$ cat src/rtl/connect4_pkg.sv
// Shared Connect-4 (4x4) win-check definitions: FSM states, winner codes, line masks.
// Cell bit index = row*4 + col, row 0 at the bottom.
package connect4_pkg;

   localparam int         NUM_LINES = 10;
   localparam logic [3:0] LAST_LINE = 4'd9;

   typedef enum logic [1:0] {
      ST_IDLE   = 2'd0,
      ST_SCAN   = 2'd1,
      ST_REPORT = 2'd2,
      ST_OVER   = 2'd3
   } state_e;

   localparam logic [1:0] WIN_NONE = 2'b00;
   localparam logic [1:0] WIN_P1   = 2'b01;
   localparam logic [1:0] WIN_P2   = 2'b10;
   localparam logic [1:0] WIN_DRAW = 2'b11;

   // Element k is the mask of line k: rows 0-3, columns 0-3, diagonal, anti-diagonal.
   localparam logic [NUM_LINES-1:0][15:0] LINE_MASKS = {
      16'h1248, 16'h8421,
      16'h8888, 16'h4444, 16'h2222, 16'h1111,
      16'hF000, 16'h0F00, 16'h00F0, 16'h000F
   };

   typedef struct packed {
      logic [15:0] board;
      logic [15:0] owner;
   } snap_t;

endpackage

$ cat src/rtl/win_line_lut.sv
// Combinational map from line index to its 16-bit cell mask; indices above 9 give 0.
module win_line_lut
   import connect4_pkg::*;
(
   input  logic [3:0]  line_idx,
   output logic [15:0] mask
);

   always_comb begin
      mask = '0;
      for (int i = 0; i < NUM_LINES; i++) begin
         if (line_idx == 4'(i)) mask = LINE_MASKS[i];
      end
   end

endmodule

$ cat config.mk
export PLATFORM = sky130hd
export DESIGN_NAME = win_line_lut
export DESIGN_NICKNAME = d
export VERILOG_FILES = /design/src/rtl/connect4_pkg.sv /design/src/rtl/win_line_lut.sv
export SDC_FILE = /design/constraint.sdc
export NUM_CORES = 1
export LEC_CHECK = 0
export ABC_AREA = 1
export BUFFER_PORTS_ARGS = -buffer_cell sky130_fd_sc_hd__buf_2
export CAP_MARGIN = 20
export CORE_AREA = 5 5 42 44
export DETAILED_ROUTE_END_ITERATION = 10
export DIE_AREA = 0 0 47 49
export MAX_ROUTING_LAYER = met4
export SLEW_MARGIN = 20
export SYNTH_ARGS = -nofsm -noshare
export SYNTH_HDL_FRONTEND = slang
export SYNTH_SLANG_ARGS = --single-unit
$ cat constraint.sdc
create_clock -name vclk -period 1.4
set_input_delay 0.28 -clock vclk [all_inputs]
set_output_delay 0.28 -clock vclk [all_outputs]
set_load 0.03 [all_outputs]
==> results.txt <==
post-synth top area cell - nand2_1
critical-path cell list - buf_2 -> inv_1 -> nor2_2 -> nand2_1 -> nand3_1 -> buf_2
Rel. slew slack - 85.7%
total core area - 1400 sq um
starting density of the core - 12.2%
PwrDens - 430 nW/um^2
Worst-Margin Slew - 0.214 ns
total negative slack - 0 ns
Routed WL - 626 microns
DRC viols - 0
via count - 304
vias per cell - 3.95
die footprint - 2300 sq um
clkbuf count - 0
post-route ant nets - 0
Detailed Place HPWL - 590 microns
Slowest Stage Delay on Critical Path - 0.20 ns
Crit Path Category - input port to output port
Overflow after GRT - 0
Tot Pwr - 0.128 mW
I/O Buffers - 20
Yosys warnings - 0
Worst Path Required - 1.12 ns
slowest cell on the critical path - buf_2
post-synthesis sequential area ratio - 0%
Synth Cell Area - 171 sq um
Die W - 47 microns
Leak - 0.253 nW
Seq Cell Count - 0
RSZ-0062 raised after global routing - false
postcts setup bufs - 0
Syn Inst Count - 41
crit path launch type - input port
Seq. cell area - 0 sq um
Max Freq - 753 MHz
Cell variety after synth - 7
drt wl/cell - 8.13 microns
antenna violations before repair - 0
final hold vios - 0
Die Y - 49 microns
status - finished, final reports clean
Syn Area/Cell - 4.18 sq um
DP Worst Slack - 0.0755 ns
cell row count - 14
crit-path most repeated cell - buf_2
Pins Over Slew Limit - 0
max-cap violations - 0
Critical Path AT - 1.05 ns
Synth top area share - 48.2%
Area Growth Syn to Fin - 73.0%
Worst Setup End Kind - output port
Worst Hold Class - input port to output port
number of global-route vias before repair - 256
drt initial violations - 1
Total GRT Usage - 5.04%
layout cells sized above 1 - 42.6%
fin nets - 67
minimum clock period - 1.33 ns
Ports - 20
most common cell in the synthesized netlist - nand2_1
Final period util - 94.9%
setup violators final - 0
Worst Setup Slack, final - 0.0715 ns
RD Place Congestion - 0.715
largest net degree at the start of global routing - 5
Synth Net Count - 45
router iterations before antenna repair - 4
synth cell count leaders - 22 x nand2_1, 6 x inv_1, 4 x nand3_1
first-pass GRT wire length - 952 microns
crit path max fanout - 4
n_diodes - 0
Synth area leaders - nand2_1 48%, inv_1 13%, nand3_1 12%, nor2_2 11%, nor2_1 6.6%
Max IR drop VDD - 66.6 uV
## final cells by class
class                      count  area [sq um]
fill                         178          1100
multi-input combinational     35           154
timing repair buffer          20           100
inverter                       6          22.5
tap                           16          20.0
## per-layer routing
metal	share of wire (%)	track usage, %	vias up	routed length, microns
li1	-	-	164	-
met1	34	5.00	129	213
met2	52	10.2	11	328
met3	13	0.738	0	83
met4	0	0	0	0
met5	0	-	-	0
## where the power goes
group / leakage (nW) / internal [mW] / switching, mW
sequential: 0 / 0 / 0
combinational: 0.253 / 0.0341 / 0.0934
clock: 0 / 0 / 0
total: 0.253 / 0.0341 / 0.0934
## logic make-up after synthesis
| group | synth area share [%] |
|---|---|
| compound gates | 5.84 |
| buf+inv | 13.1 |
| simple gates | 81.0 |
## final timing paths
kind,startpoint,to,slack (ns),cells past startpoint
max,line_idx[0],mask[6],0.07,6
min,line_idx[3],mask[15],0.95,3
## critical path: cells and delay by family
| kind | cells | cell delay [ns] |
|---|---|---|
| buf+inv | 3 | 0.37 |
| simple gates | 3 | 0.40 |
## stage by stage
| step | hold WS [ns] | area [sq um] | std cells | utilization [%] |
|---|---|---|---|---|
| after detailed placement | 0.956 | 292 | 77 | 20.8 |
| after global routing | 0.965 | 297 | 77 | 21.2 |
| final | 0.950 | 297 | 77 | 21.2 |
| after CTS | 0.955 | 292 | 77 | 20.8 |
| after floorplan | 0.793 | 171 | 41 | - |
| after global placement | 0.941 | 292 | 77 | 20.8 |
## timing repair
| action | 4_1_cts | 5_1_grt |
|---|---|---|
| endpoints found under the setup margin | 0 | 3 |
| hold buffers | 0 | 0 |
| resized for setup | 0 | 2 |
## layout by cell type, fill, tap and decap left out
cell type / synthesis / final
o21ai_0: 2 / 2
nor2_1: 3 / 1
nand3_1: 4 / 4
nand2_1: 22 / 22
buf_2: 0 / 20
nand2_2: 1 / 1
nor2_2: 3 / 5
inv_1: 6 / 6
Note: power is estimated with default switching activity, not from simulation.
